$ cat src/rtl/rob_commit_pkg.sv
// Shared definitions for the ROB commit stage: default widths,
// exception vector, commit FSM states and redirect helper.
package rob_commit_pkg;

    localparam int GHR_WIDTH      = 5;
    localparam int EXC_TYPE_WIDTH = 8;

    localparam logic [31:0] EXC_VECTOR = 32'hBFC00380;

    typedef enum logic [1:0] {
        COMMIT,
        STORE_WAIT,
        WAIT_DS,
        FLUSH
    } state_t;

    // Fall-through fetch address after a not-taken branch and its delay slot.
    function automatic logic [31:0] seq_redirect(input logic [31:0] pc);
        return pc + 32'd8;
    endfunction

endpackage

$ cat src/rtl/rob_commit_perf.sv
// Commit / mispredict event counters; instantiated by rob_commit only
// when ROB_COMMIT_PERF_CNT_EN is defined. Both counters wrap at 2^32.
module rob_commit_perf (
    input  logic        clk,
    input  logic        rst,
    input  logic        commit_evt,
    input  logic        mispredict_evt,
    output logic [31:0] perf_commit_cnt,
    output logic [31:0] perf_mispredict_cnt
);

    // Count retired instructions and detected mispredicts.
    always_ff @(posedge clk) begin
        if (rst) begin
            perf_commit_cnt     <= '0;
            perf_mispredict_cnt <= '0;
        end else begin
            if (commit_evt)     perf_commit_cnt     <= perf_commit_cnt + 32'd1;
            if (mispredict_evt) perf_mispredict_cnt <= perf_mispredict_cnt + 32'd1;
        end
    end

endmodule

$ cat src/rtl/rob_commit.sv
// ROB retire stage: commits the head entry in program order, driving
// regfile, store, CP0, predictor and flush/exception interfaces.
// Optional macro ROB_COMMIT_PERF_CNT_EN adds commit/mispredict counters.
module rob_commit #(
    parameter int GHR_WIDTH      = rob_commit_pkg::GHR_WIDTH,
    parameter int EXC_TYPE_WIDTH = rob_commit_pkg::EXC_TYPE_WIDTH
) (
    input  logic                      clk,
    input  logic                      rst,
    input  logic                      head_valid,
    input  logic                      head_done,
    input  logic                      head_reg_write_en,
    input  logic [4:0]                head_reg_write_addr,
    input  logic [31:0]               head_result_data,
    input  logic                      head_is_inst_branch,
    input  logic                      head_pred_taken,
    input  logic                      head_actual_taken,
    input  logic [GHR_WIDTH-1:0]      head_pht_index,
    input  logic [31:0]               head_branch_target,
    input  logic                      head_is_delayslot,
    input  logic                      head_mem_write_flag,
    input  logic [31:0]               head_mem_addr,
    input  logic [3:0]                head_mem_sel,
    input  logic [31:0]               head_mem_write_data,
    input  logic                      head_cp0_write_flag,
    input  logic [7:0]                head_cp0_addr,
    input  logic [31:0]               head_cp0_write_data,
    input  logic [EXC_TYPE_WIDTH-1:0] head_exception_type,
    input  logic [31:0]               head_pc,
    input  logic                      store_ack,
    output logic                      head_pop,
    output logic                      rf_write_en,
    output logic [4:0]                rf_write_addr,
    output logic [31:0]               rf_write_data,
    output logic                      store_req,
    output logic [31:0]               store_addr,
    output logic [3:0]                store_sel,
    output logic [31:0]               store_data,
    output logic                      cp0_write_en,
    output logic [7:0]                cp0_addr,
    output logic [31:0]               cp0_data,
    output logic                      bp_update_en,
    output logic [GHR_WIDTH-1:0]      bp_pht_index,
    output logic                      bp_taken,
    output logic                      flush,
    output logic [31:0]               flush_pc,
    output logic                      exc_valid,
    output logic [EXC_TYPE_WIDTH-1:0] exc_type,
    output logic [31:0]               exc_pc,
    output logic                      exc_is_delayslot
`ifdef ROB_COMMIT_PERF_CNT_EN
    ,
    output logic [31:0]               perf_commit_cnt,
    output logic [31:0]               perf_mispredict_cnt
`endif
);

    import rob_commit_pkg::*;

    state_t      state, state_d;
    logic [31:0] redirect;
    logic        redirect_pending, pending_d;

    logic        head_ready, has_exc, mispredict;
    logic        rf_we_d, cp0_we_d, bp_en_d, flush_d, exc_d;
    logic [31:0] flush_pc_d;
    logic        store_start, store_done, redirect_load;

    assign head_ready = head_valid && head_done;
    assign has_exc    = |head_exception_type;
    assign mispredict = head_is_inst_branch && (head_pred_taken != head_actual_taken);

    // Next-state, head_pop and next values of the registered outputs.
    // A delay-slot store defers the mispredict redirect until its ack,
    // tracked by redirect_pending.
    always_comb begin
        state_d       = state;
        pending_d     = redirect_pending;
        head_pop      = 1'b0;
        rf_we_d       = 1'b0;
        cp0_we_d      = 1'b0;
        bp_en_d       = 1'b0;
        flush_d       = 1'b0;
        flush_pc_d    = '0;
        exc_d         = 1'b0;
        store_start   = 1'b0;
        store_done    = 1'b0;
        redirect_load = 1'b0;
        if (!rst) begin
            case (state)
                COMMIT: begin
                    if (head_ready) begin
                        if (has_exc) begin
                            head_pop   = 1'b1;
                            exc_d      = 1'b1;
                            flush_d    = 1'b1;
                            flush_pc_d = EXC_VECTOR;
                            state_d    = FLUSH;
                        end else if (head_mem_write_flag) begin
                            store_start = 1'b1;
                            pending_d   = 1'b0;
                            state_d     = STORE_WAIT;
                        end else begin
                            head_pop = 1'b1;
                            rf_we_d  = head_reg_write_en && (head_reg_write_addr != 5'd0);
                            cp0_we_d = head_cp0_write_flag;
                            bp_en_d  = head_is_inst_branch;
                            if (mispredict) begin
                                redirect_load = 1'b1;
                                state_d       = WAIT_DS;
                            end
                        end
                    end
                end
                STORE_WAIT: begin
                    if (store_ack) begin
                        head_pop   = 1'b1;
                        store_done = 1'b1;
                        if (redirect_pending) begin
                            flush_d    = 1'b1;
                            flush_pc_d = redirect;
                            pending_d  = 1'b0;
                            state_d    = FLUSH;
                        end else begin
                            state_d = COMMIT;
                        end
                    end
                end
                WAIT_DS: begin
                    if (head_ready) begin
                        if (!head_is_delayslot) begin
                            flush_d    = 1'b1;
                            flush_pc_d = redirect;
                            state_d    = FLUSH;
                        end else if (has_exc) begin
                            head_pop   = 1'b1;
                            exc_d      = 1'b1;
                            flush_d    = 1'b1;
                            flush_pc_d = EXC_VECTOR;
                            state_d    = FLUSH;
                        end else if (head_mem_write_flag) begin
                            store_start = 1'b1;
                            pending_d   = 1'b1;
                            state_d     = STORE_WAIT;
                        end else begin
                            head_pop   = 1'b1;
                            rf_we_d    = head_reg_write_en && (head_reg_write_addr != 5'd0);
                            cp0_we_d   = head_cp0_write_flag;
                            bp_en_d    = head_is_inst_branch;
                            flush_d    = 1'b1;
                            flush_pc_d = redirect;
                            state_d    = FLUSH;
                        end
                    end
                end
                FLUSH: begin
                    state_d = COMMIT;
                end
                default: begin
                    state_d = COMMIT;
                end
            endcase
        end
    end

    // State register and latched mispredict redirect.
    always_ff @(posedge clk) begin
        if (rst) begin
            state            <= COMMIT;
            redirect         <= '0;
            redirect_pending <= 1'b0;
        end else begin
            state            <= state_d;
            redirect_pending <= pending_d;
            if (redirect_load)
                redirect <= head_actual_taken ? head_branch_target : seq_redirect(head_pc);
        end
    end

    // Registered side-effect outputs; pulses clear to zero, store fields hold.
    always_ff @(posedge clk) begin
        if (rst) begin
            rf_write_en      <= 1'b0;
            rf_write_addr    <= '0;
            rf_write_data    <= '0;
            store_req        <= 1'b0;
            store_addr       <= '0;
            store_sel        <= '0;
            store_data       <= '0;
            cp0_write_en     <= 1'b0;
            cp0_addr         <= '0;
            cp0_data         <= '0;
            bp_update_en     <= 1'b0;
            bp_pht_index     <= '0;
            bp_taken         <= 1'b0;
            flush            <= 1'b0;
            flush_pc         <= '0;
            exc_valid        <= 1'b0;
            exc_type         <= '0;
            exc_pc           <= '0;
            exc_is_delayslot <= 1'b0;
        end else begin
            rf_write_en      <= rf_we_d;
            rf_write_addr    <= rf_we_d ? head_reg_write_addr : '0;
            rf_write_data    <= rf_we_d ? head_result_data : '0;
            cp0_write_en     <= cp0_we_d;
            cp0_addr         <= cp0_we_d ? head_cp0_addr : '0;
            cp0_data         <= cp0_we_d ? head_cp0_write_data : '0;
            bp_update_en     <= bp_en_d;
            bp_pht_index     <= bp_en_d ? head_pht_index : '0;
            bp_taken         <= bp_en_d && head_actual_taken;
            flush            <= flush_d;
            flush_pc         <= flush_pc_d;
            exc_valid        <= exc_d;
            exc_type         <= exc_d ? head_exception_type : '0;
            exc_pc           <= exc_d ? head_pc : '0;
            exc_is_delayslot <= exc_d && head_is_delayslot;
            if (store_start) begin
                store_req  <= 1'b1;
                store_addr <= head_mem_addr;
                store_sel  <= head_mem_sel;
                store_data <= head_mem_write_data;
            end else if (store_done) begin
                store_req  <= 1'b0;
                store_addr <= '0;
                store_sel  <= '0;
                store_data <= '0;
            end
        end
    end

`ifdef ROB_COMMIT_PERF_CNT_EN
    rob_commit_perf u_perf (
        .clk                 (clk),
        .rst                 (rst),
        .commit_evt          (head_pop),
        .mispredict_evt      (redirect_load),
        .perf_commit_cnt     (perf_commit_cnt),
        .perf_mispredict_cnt (perf_mispredict_cnt)
    );
`endif

endmodule
$ cat config.mk
export PLATFORM = sky130hd
export DESIGN_NAME = rob_commit
export DESIGN_NICKNAME = d
export VERILOG_FILES = /design/src/rtl/rob_commit_pkg.sv /design/src/rtl/rob_commit_perf.sv /design/src/rtl/rob_commit.sv
export SDC_FILE = /design/constraint.sdc
export NUM_CORES = 1
export LEC_CHECK = 0
export ABC_CLOCK_PERIOD_IN_PS = 2200
export BUFFER_PORTS_ARGS = -buffer_cell sky130_fd_sc_hd__buf_4
export CORE_AREA = 2 2 182 184
export DETAILED_ROUTE_END_ITERATION = 8
export DIE_AREA = 0 0 184 186
export HOLD_SLACK_MARGIN = 0.03
export PLACE_DENSITY = 0.58
export SETUP_SLACK_MARGIN = 0.4
export SLEW_MARGIN = 20
export SYNTH_ARGS = -nofsm -noshare
export SYNTH_HDL_FRONTEND = slang
export SYNTH_SLANG_ARGS = --single-unit
$ cat constraint.sdc
create_clock -name clk -period 2.2 [get_ports clk]
set_clock_uncertainty 0.05 [all_clocks]
set_input_delay 0 -clock clk [delete_from_list [all_inputs] [get_ports clk]]
set_output_delay 0 -clock clk [all_outputs]
set_load 0.01 [all_outputs]
# After elaboration in Yosys (flattened, before gate mapping)

Index checks and enable logic that the tools add are counted.

Add/sub/neg operators: 1
Equality and inequality tests: 13
Mux-type cells: 92
Bitwise operators: 4
Reductions and logical operators: 16

Operators by type and width:

| kind                  | number |
|---|---|
| $mux 32               | 12 |
| $pmux 32 s3           | 1 |
| $mux 1                | 58 |
| $add 32x4->32 const B | 1 |
| $mux 2                | 10 |
| $ne 2x2->1 const B    | 8 |
| $pmux 1 s2            | 5 |
| $pmux 1 s3            | 3 |
| $reduce_and 9->1      | 1 |
| $mux 4                | 2 |
| $pmux 2 s4            | 1 |
| $reduce_or 2->1       | 4 |
| $reduce_or 8->1       | 1 |
| $logic_and 1x1->1     | 5 |
| $reduce_bool 5->1     | 1 |
| $eq 2x2->1 const B    | 2 |
| $ne 4x4->1 const B    | 1 |
| $not 1->1             | 4 |
| $reduce_and 4->1      | 1 |
| $reduce_bool 3->1     | 1 |
| $eq 2x1->1 const B    | 1 |
| $logic_not 2->1       | 1 |
| $reduce_bool 2->1     | 1 |
| $ne 1x1->1            | 1 |

Register bits: 265
Input port bits: 234
Output and inout port bits: 231
Logic and storage cells: 148

# Longest topological paths before layout

Gate-level depths: netlist (run 1).

Depth in word-level cells: 10
Gate-level depth with buffers: 9
Mapped depth without buffers: 6

# Worst setup path after synthesis (run 1)

OpenSTA, ideal clock, no wires.

Path type: register -> register
Start: reg state[0]
End: reg redirect[21]
Setup time: 73 ps
Arrival time: 2005 ps
Data required time: 2077 ps
Path slack: 72 ps
Cell stages (with the launch flop): 8
Path buffers: 2
Period minus slack after synthesis: 2128 ps
Cell sequence: dfxtp_1 > and3b_1 > nand2b_1 > or4_4 > buf_6 > or3_4 > buf_6 > o211ai_2

Cells in the longest elaborated chain, start to end: 3

RTL lines:

| element                | line              | RTL |
|---|---|---|
| start, declared        | rob_commit.sv:60  | `state_t state, state_d;` |
| start signal, assigned | rob_commit.sv:173 | `state <= state_d;` |
| $logic_not 2->1        | rob_commit.sv:90  | `case (state)` |
| $mux 1                 | rob_commit.sv:90  |  |
| $mux 1                 | rob_commit.sv:89  | `if (!rst) begin` |
| end signal, assigned   | rob_commit.sv:176 | `redirect <= head_actual_taken ? head_branch_target : seq_redirect(head_pc);` |
| end, declared          | rob_commit.sv:61  | `logic [31:0] redirect;` |

No other way between the ends.
A chain may end at the register's enable or synchronous reset.

# Final worst setup path (run 1)

Start: reg state[0]
End: reg redirect[18]

The elaborated chain is that of the path after synthesis.

==> impl_metrics.json, run 1 <==
{
  "insertion_delay_ns": 0.55,
  "area_growth_pct": 82.80,
  "cts_root_buf": "clkbuf_16",
  "timing.critical_path.buf_inv": 0,
  "cts_buffers": 30,
  "vias": 9575,
  "fin_crit_ns": 1.938,
  "critPathArrivalTime_ns": 2.35,
  "drv_slew": 0,
  "track_usage_pct": 19.14,
  "ys_seq_area_share_pct": 57.75,
  "r2r_slack_ns": 0.26,
  "rsz0062_at_grt": "yes",
  "syn_area_per_cell_um2": 9.690,
  "cp_cell_sequence": "and3b_2 -> nand2b_1 -> or4_4 -> or3_4 -> o211ai_1",
  "grt_pass1_wl_mm": 52.32,
  "startpoint_type": "register",
  "rr_worst_depth": 5,
  "dr.pass1.iters": 5,
  "slew_headroom_pct": 46.21,
  "drt_iter0_drc": 424,
  "place_hpwl_mm": 23.26,
  "outcome": "complete, no violations",
  "grt_max_degree": 70,
  "ir_worst_vdd_v": 0.0005165,
  "die_area_um2": 34220,
  "drc_errors": 0,
  "io_buffer_count": 464,
  "syn-num-nets": 1183,
  "drv_cap": 0,
  "whs_endpoint": "state[0]$_SDFFE_PP0P_",
  "layout_commonest_cell": "buf_4",
  "grt_pass1_vias": 9536,
  "wl_per_cell_um": 17.06,
  "fillers": 2811,
  "worst_pin_slew_ns": 0.8069,
  "numClockSinks": 265,
  "antenna_found_initial": 6,
  "gr-total-overflow": 0,
  "ys_warn_count": 0,
  "final_cell_mix": "buf_4 (487), dfxtp_1 (264), dlygate4sd3_1 (235), nand3_1 (95), nand2_1 (93)",
  "final_antenna_net_count": 0,
  "yosys_register_bits": 265,
  "core_area_um2": 32210,
  "crit_slowest_cell": "or4_4",
  "p_leak_nw": 7.730,
  "synth_flop_cell": "dfxtp_1",
  "nets": 1882,
  "r2r-end": "redirect[18]$_SDFFE_PP0P_",
  "die_h_um": 186,
  "synth_cell_types": 46,
  "hold_depth": 6,
  "hold_violations": 0,
  "worstPathRequired_ns": 2.62,
  "layout-drive-gt1-share_pct": 34.95,
  "cp_max_fo": 7,
  "clk_pin_slew_ns": 0.06,
  "critPathKind": "reg -> reg",
  "hold_class": "in -> reg",
  "hold_start": "head_exception_type[2]",
  "cts_max_level": 1,
  "min_period_over_period_pct": 88.08,
  "synthCells": 948,
  "start_util_pct": 28.52,
  "cts.path.max_buffers": 3,
  "gp_congestion": 0.8175,
  "max_freq_mhz": 516.1,
  "cts_tree": "yes",
  "die_width_um": 184,
  "netlist_area_um2": 9186,
  "io-pin-count": 465,
  "viasPerCell": 4.603,
  "finalSetupTns_ns": 0,
  "p_per_area_nw_per_um2": 652.2,
  "cp_slowest_stage_delay_ns": 0.52,
  "r2r_start": "state[0]$_SDFFE_PP0P_",
  "path_delay_family": "simple AND/OR/NAND/NOR gates",
  "end_kind": "register",
  "async_flop_share_pct": 0,
  "setup_viol": 0,
  "synth_edf_count": 0,
  "wl_mm": 35.48,
  "total_power_mw": 10.95,
  "rows": 66
}
## Yosys cell counts (2+ instances only)
master,number,share of area (%)
a211oi_1,7,0.57
a21o_1,17,1.4
a21oi_1,88,4.8
and2_1,67,4.6
and3_1,85,5.8
buf_1,8,0.33
buf_2,3,0.16
buf_6,2,0.25
clkbuf_1,58,2.4
dfxtp_1,265,58
inv_1,5,0.20
mux2i_1,7,0.76
nand2_1,95,3.9
nand2b_1,14,0.95
nand3_1,95,5.2
nand3b_1,16,1.3
nand4_1,7,0.48
nor2_1,17,0.69
nor2b_1,3,0.20
nor3_1,5,0.27
nor4_1,5,0.34
nor4_4,2,0.46
o211ai_1,10,0.82
o211ai_2,9,1.2
o21a_1,2,0.16
o21ai_0,11,0.60
o22ai_1,2,0.14
or3_1,2,0.14
xnor2_1,6,0.57
xor2_1,19,1.8
## report_power, final
part / internal (mW) / leakage, nW / switching, mW
logic: 0.663 / 5.09 / 0.391
clock network: 3.04 / 0.503 / 2.01
registers: 4.83 / 2.14 / 0.0144
total: 8.53 / 7.73 / 2.42
## worst max path at each step
| stage | start | depth (start not counted) | to |
|---|---|---|---|
| global placement | head_exception_type[1] | 6 | redirect[31]$_SDFFE_PP0P_ |
| CTS | state[0]$_SDFFE_PP0P_ | 5 | redirect[22]$_SDFFE_PP0P_ |
| detailed placement | head_exception_type[5] | 6 | redirect[31]$_SDFFE_PP0P_ |
| global route | state[0]$_SDFFE_PP0P_ | 5 | redirect[31]$_SDFFE_PP0P_ |
| finish | state[0]$_SDFFE_PP0P_ | 5 | redirect[18]$_SDFFE_PP0P_ |
| floorplan | state[0]$_SDFFE_PP0P_ | 7 | redirect[21]$_SDFFE_PP0P_ |
## metrics by stage
step / cell area [um2] / hold WS [ns] / cells / utilization (%) / worst slack, ns
2_1_floorplan: 9205 / 0.07171 / 948 / - / 0.1257
3_3_place_gp: 13200 / 0.1526 / 1776 / 40.98 / 0.1621
3_5_place_dp: 13200 / 0.1555 / 1776 / 40.98 / 0.1250
4_1_cts: 16660 / 0.07275 / 2072 / 51.74 / 0.2620
5_1_grt: 16790 / 0.09185 / 2079 / 52.13 / 0.1734
6_report: 16790 / 0.05097 / 2080 / 52.14 / 0.2623
## worst reg2reg max path, stage by stage (launching register included)
cell and delay (ns):
dfxtp_4 0.36, and3b_2 0.25, nand2b_1 0.07, or4_4 0.52, or3_4 0.42, o211ai_1 0.19
## kinds of logic (layout without fill, tap and decap cells)
group	after synthesis	after routing	synth area share (%)
adder cells (fa/ha/maj)	1	1	0.1362
buffers and inverters	76	795	3.310
AO/OA/AOI/OAI	152	152	10.28
multiplexers	7	7	0.7628
other	0	4	0
XOR/XNOR	25	25	2.384
flip-flops	265	265	57.75
AND/OR/NAND/NOR	422	423	25.37
## registers in the layout (all words and copies together) (netlist names)
name	count
bp_pht_index	5
flush_pc	32
cp0_data	32
bp_update_en	1
exc_is_delayslot	1
store_data	32
cp0_write_en	1
rf_write_en	1
cp0_addr	8
exc_valid	1
state	2
exc_pc	32
rf_write_data	32
redirect	32
bp_taken	1
redirect_pending	1
store_req	1
exc_type	8
rf_write_addr	5
flush	1
store_sel	4
store_addr	32
## routing by layer
metal / wire length (um) / track usage [%]
met4: 938 / 5.728
met2: 17440 / 33.49
met1: 14420 / 23.19
met5: 27 / 0
met3: 2649 / 4.715
## layout make-up
type	count	area (um2)	area share, %
Timing Repair Buffer	737	6282	37.41
Sequential cell	265	5309	31.61
Multi-Input combinational cell	608	3649	21.73
Clock buffer	45	938.4	5.588
Tap cell	408	510.5	3.040
Clock inverter	8	75.07	0.4471
Inverter	5	18.77	0.1118
Antenna cell	4	10.01	0.05961
## what timing repair did
item,in CTS,in global routing
setup endpoints to repair,152,245
gates resized for setup,7,10
endpoints found under the hold margin,235,1
hold buffers,236,1
buffers inserted,5,3
pin swaps,7,13
gates cloned,2,2
No activity file was read; power rests on OpenSTA's default activity.
==> run 2: changes to the inputs <==
Settings changed: CORE_AREA 2 2 182 184 to 2 2 179 181, DIE_AREA 0 0 184 186 to 0 0 181 183, PLACE_DENSITY 0.58 to 0.6.
==> impl_metrics.json, run 2 (synthesized netlist as in run 1, its figures left out) <==
{
  "outcome": "complete, no violations",
  "cts_max_level": 1,
  "finalSetupTns_ns": 0,
  "viasPerCell": 4.760,
  "fin_crit_ns": 1.980,
  "cts_buffers": 30,
  "core_area_um2": 31230,
  "layout_commonest_cell": "buf_4",
  "ir_worst_vdd_v": 0.0006012,
  "io-pin-count": 465,
  "worstPathRequired_ns": 2.61,
  "die_width_um": 181,
  "cp_slowest_stage_delay_ns": 0.53,
  "slew_headroom_pct": 39.03,
  "cts_tree": "yes",
  "grt_pass1_vias": 9832,
  "grt_max_degree": 47,
  "worst_slack_ns": 0.2199,
  "die_h_um": 183,
  "io_buffer_count": 464,
  "vias": 10070,
  "cts.path.max_buffers": 3,
  "grt_pass1_wl_mm": 54.54,
  "worst_pin_slew_ns": 0.9146,
  "wl_per_cell_um": 18.99,
  "cts_root_buf": "clkbuf_16",
  "dp_slack_ns": 0.06619,
  "drt_iter0_drc": 388,
  "startpoint_type": "register",
  "gr-total-overflow": 0,
  "drv_cap": 0,
  "area_growth_pct": 100.9,
  "dr.pass1.iters": 5,
  "rsz0062_at_grt": "yes",
  "critPathKind": "reg -> reg",
  "fillers": 2485,
  "rows": 65,
  "setup_viol": 0,
  "wl_mm": 40.19,
  "nets": 1924,
  "drv_slew": 0,
  "track_usage_pct": 20.55,
  "place_area_um2": 13260,
  "fin_area_um2": 18460,
  "p_leak_nw": 8.344,
  "hold_class": "in -> reg",
  "hold_violations": 0,
  "layout-drive-gt1-share_pct": 46.85,
  "min_period_over_period_pct": 90.00,
  "cp_cell_sequence": "and3b_2 -> nand2b_4 -> or4_4 -> buf_4 -> buf_12 -> o41ai_2",
  "gp_congestion": 0.8241,
  "cp_max_fo": 13,
  "r2r_slack_ns": 0.22,
  "antenna_found_initial": 3,
  "max_freq_mhz": 505.0,
  "p_per_area_nw_per_um2": 583.3,
  "start_util_pct": 29.42,
  "place_hpwl_mm": 23.43,
  "final_antenna_net_count": 0,
  "clk_pin_slew_ns": 0.06,
  "final_cell_mix": "buf_4 (497), dfxtp_1 (263), dlygate4sd3_1 (234), and3_1 (84), a21oi_2 (70)",
  "drc_errors": 0,
  "die_area_um2": 33120,
  "crit_slowest_cell": "or4_4",
  "numClockSinks": 265,
  "insertion_delay_ns": 0.55,
  "critPathArrivalTime_ns": 2.39,
  "end_kind": "register"
}
## run 2: worst max-delay path, delay by kind of cell (launching register included)
kind / cells / cell delay [ns]
buffers and inverters: 2 / 0.31
and+or+nand+nor: 3 / 0.87
AOI/OAI and AO/OA: 1 / 0.29
DFF: 1 / 0.36
## run 2: power breakdown
group          switching [mW]  total [mW]  internal [mW]  leakage [nW]
combinational           0.450        1.14          0.686          5.75
clock                    2.07        4.78           2.72         0.458
sequential             0.0140        4.85           4.83          2.14
total                    2.53        10.8           8.23          8.34
## run 2: worst paths after layout
kind,start,end,depth (start not counted)
setup / recovery,state[0]$_SDFFE_PP0P_,redirect[19]$_SDFFE_PP0P_,6
hold / removal,head_exception_type[5],state[0]$_SDFFE_PP0P_,6
setup reg to reg,state[0]$_SDFFE_PP0P_,redirect[19]$_SDFFE_PP0P_,6
hold reg to reg,redirect[30]$_SDFFE_PP0P_,flush_pc[30]$_SDFF_PP0_,1
## run 2: what timing repair did
| action | in CTS | in global routing |
|---|---|---|
| pin swaps | 2 | 132 |
| gates resized for setup | 20 | 270 |
| endpoints found under the hold margin | 244 | 1 |
| setup buffers | 8 | 11 |
| setup endpoints to repair | 148 | 199 |
| cloned | 5 | 19 |
| hold buffers | 235 | 1 |
## run 2: layout make-up
class                           count  area [um2]  area share [%]
Timing Repair Buffer              776        6887           37.31
Sequential cell                   265        5310           28.77
Multi-Input combinational cell    611        4790           25.95
Clock buffer                       41       853.3           4.623
Tap cell                          402       503.0           2.725
Clock inverter                     14       91.34          0.4948
Inverter                            5       18.77          0.1017
Antenna cell                        2       5.005         0.02711
## run 2: per-layer routing
| layer | track usage [%] | up-vias | wire [um] |
|---|---|---|---|
| met5 | 0 | - | 13 |
| li1 | - | 4774 | - |
| met1 | 24.72 | 4761 | 16130 |
| met3 | 4.527 | 106 | 2565 |
| met4 | 7.902 | 2 | 1581 |
| met2 | 35.92 | 429 | 19900 |
## run 2: metrics by stage
step	total power [mW]	util (%)	hold slack, ns	instances
floorplan	5.145	-	0.07171	948
global placement	5.628	42.46	0.1515	1781
detailed placement	5.632	42.46	0.1551	1781
CTS	10.76	53.84	0.03497	2084
global route	11.10	59.10	0.09345	2116
finish	10.77	59.10	0.09160	2116
==> run 3: changes to the inputs <==
Settings changed: CELL_PAD_IN_SITES_DETAIL_PLACEMENT set to 1, CELL_PAD_IN_SITES_GLOBAL_PLACEMENT set to 1, CORE_AREA 2 2 179 181 to not set, CORE_UTILIZATION set to 29, DIE_AREA 0 0 181 183 to not set, PLACE_DENSITY 0.6 to 0.77.
==> impl_metrics.json, run 3 (synthesized netlist as in run 1, its figures left out) <==
{
  "io-pin-count": 465,
  "cts_tree": "yes",
  "cp_max_fo": 12,
  "worst_pin_slew_ns": 0.9594,
  "track_usage_pct": 28.01,
  "cts_root_buf": "clkbuf_16",
  "wl_per_cell_um": 25.10,
  "numClockSinks": 265,
  "drv_cap": 0,
  "grt_pass1_vias": 11300,
  "die_area_um2": 32390,
  "grt_max_degree": 70,
  "die_width_um": 180.0,
  "fin_crit_ns": 2.001,
  "layout_commonest_cell": "buf_4",
  "fillers": 3270,
  "setup_viol": 0,
  "cts.path.max_buffers": 3,
  "grt_pass1_wl_mm": 69.82,
  "antenna_found_initial": 10,
  "hold_violations": 0,
  "startpoint_type": "register",
  "r2r-end": "store_addr[7]$_SDFFE_PP0P_",
  "gr-total-overflow": 0,
  "startpoint": "state[0]$_SDFFE_PP0P_",
  "route.met3.wl_mm": 3.637,
  "finalSetupTns_ns": 0,
  "drc_errors": 0,
  "max_freq_mhz": 499.8,
  "drv_slew": 0,
  "hold_start": "head_exception_type[5]",
  "critPathKind": "reg -> reg",
  "final_cell_mix": "buf_4 (486), dfxtp_1 (263), dlygate4sd3_1 (234), nand3_1 (94), and3_1 (85)",
  "crit_slowest_cell": "dfxtp_4",
  "clk_pin_slew_ns": 0.07,
  "r2r_slack_ns": 0.20,
  "vias": 10720,
  "outcome": "complete, no violations",
  "fin_area_um2": 17710,
  "rr_worst_depth": 8,
  "insertion_delay_ns": 0.55,
  "end_kind": "register",
  "die_h_um": 180.0,
  "met2_length_mm": 26.30,
  "hold_class": "in -> reg",
  "dp_slack_ns": 0.07117,
  "wl_mm": 52.72,
  "io_buffer_count": 464,
  "r2r_start": "state[0]$_SDFFE_PP0P_",
  "critPathArrivalTime_ns": 2.41,
  "area_growth_pct": 92.77,
  "viasPerCell": 5.104,
  "cp_cell_sequence": "buf_4 -> nor4bb_4 -> o21a_2 -> and2_4 -> buf_12 -> buf_6 -> nand2_1 -> a21oi_1",
  "dr.pass1.iters": 4,
  "hold_depth": 6,
  "core_area_um2": 30910,
  "slew_headroom_pct": 36.04,
  "p_per_area_nw_per_um2": 631.6,
  "gp_congestion": 0.8515,
  "start_util_pct": 29.72,
  "worstPathRequired_ns": 2.61,
  "cp_slowest_stage_delay_ns": 0.35,
  "rows": 64,
  "place_hpwl_mm": 25.89,
  "min_period_over_period_pct": 90.94,
  "wl_met1_mm": 18.97,
  "layout-drive-gt1-share_pct": 41.91,
  "rsz0062_at_grt": "yes",
  "place_inst": 1764,
  "ir_worst_vdd_v": 0.0005345,
  "top_layer_used": "met4",
  "drt_iter0_drc": 509,
  "instances_no_fill": 2100,
  "whs_endpoint": "state[0]$_SDFFE_PP0P_",
  "p_leak_nw": 8.170,
  "place_area_um2": 13180,
  "nets": 1907,
  "cts_max_level": 1,
  "final_antenna_net_count": 0,
  "cts_buffers": 30,
  "worst_slack_ns": 0.1993
}
## run 3: cell count changes in the layout (fill, tap and decap cells not counted), moves of 19 or more
cell / delta
a21oi_2: -31
nand3_4: -25
nand3_1: +60
and2_4: +19
nand3_2: -35
and2_1: -21
a21oi_1: +32
## run 3: final cells by class
class / count / area, um2 / share of cell area (%)
clock buffer: 42 / 857.1 / 4.840
sequential: 265 / 5310 / 29.99
tap: 396 / 495.5 / 2.798
clock inverter: 12 / 141.4 / 0.7984
timing repair buffer: 762 / 6771 / 38.24
inverter: 5 / 18.77 / 0.1060
antenna: 10 / 25.02 / 0.1413
multi-input combinational: 608 / 4089 / 23.09
## run 3: how the worst max path moves through the flow
stage                                  endpoint  slack [ns]  cells after the start
floorplan             redirect[21]$_SDFFE_PP0P_        0.13                      7
global placement      redirect[31]$_SDFFE_PP0P_        0.14                      6
detailed placement    redirect[31]$_SDFFE_PP0P_        0.07                      6
CTS                   redirect[31]$_SDFFE_PP0P_        0.22                      5
global route        store_addr[29]$_SDFFE_PP0P_        0.13                      8
finish               store_addr[7]$_SDFFE_PP0P_        0.20                      8
## run 3: per-layer routing
layer / GRT usage, % / vias up
li1: - / 4721
met1: 29.19 / 5173
met2: 50.85 / 580
met3: 6.929 / 245
met4: 16.62 / 0
met5: 0 / -
## run 3: critical path: cells and delay by family (launching register included)
| family | cells | cell delay, ns |
|---|---|---|
| buffers and inverters | 3 | 0.49 |
| DFF | 1 | 0.35 |
| and+or+nand+nor | 3 | 0.58 |
| AOI/OAI and AO/OA | 2 | 0.43 |
## run 3: power breakdown
group	total (mW)	switching, mW	leakage, nW	internal [mW]
Sequential	4.85	0.0189	2.14	4.83
Combinational	1.15	0.475	5.54	0.676
Clock	5.18	2.13	0.493	3.06
## run 3: stage by stage
step           total power, mW  hold slack [ns]  utilization, %
3_3_place_gp             5.628           0.1522           42.65
2_1_floorplan            5.145          0.07171               -
4_1_cts                  11.09          0.06141           53.76
6_report                 11.19          0.07667           57.29
3_5_place_dp             5.639           0.1561           42.65
5_1_grt                  11.50           0.1306           57.29
## run 3: what timing repair did
action / in CTS / in global routing
setup endpoints to repair: 185 / 166
hold buffers: 234 / 1
gates resized for setup: 10 / 153
gates cloned: 2 / 22
setup buffers: 4 / 10
pin swaps: 6 / 40
hold endpoints to repair: 233 / 1
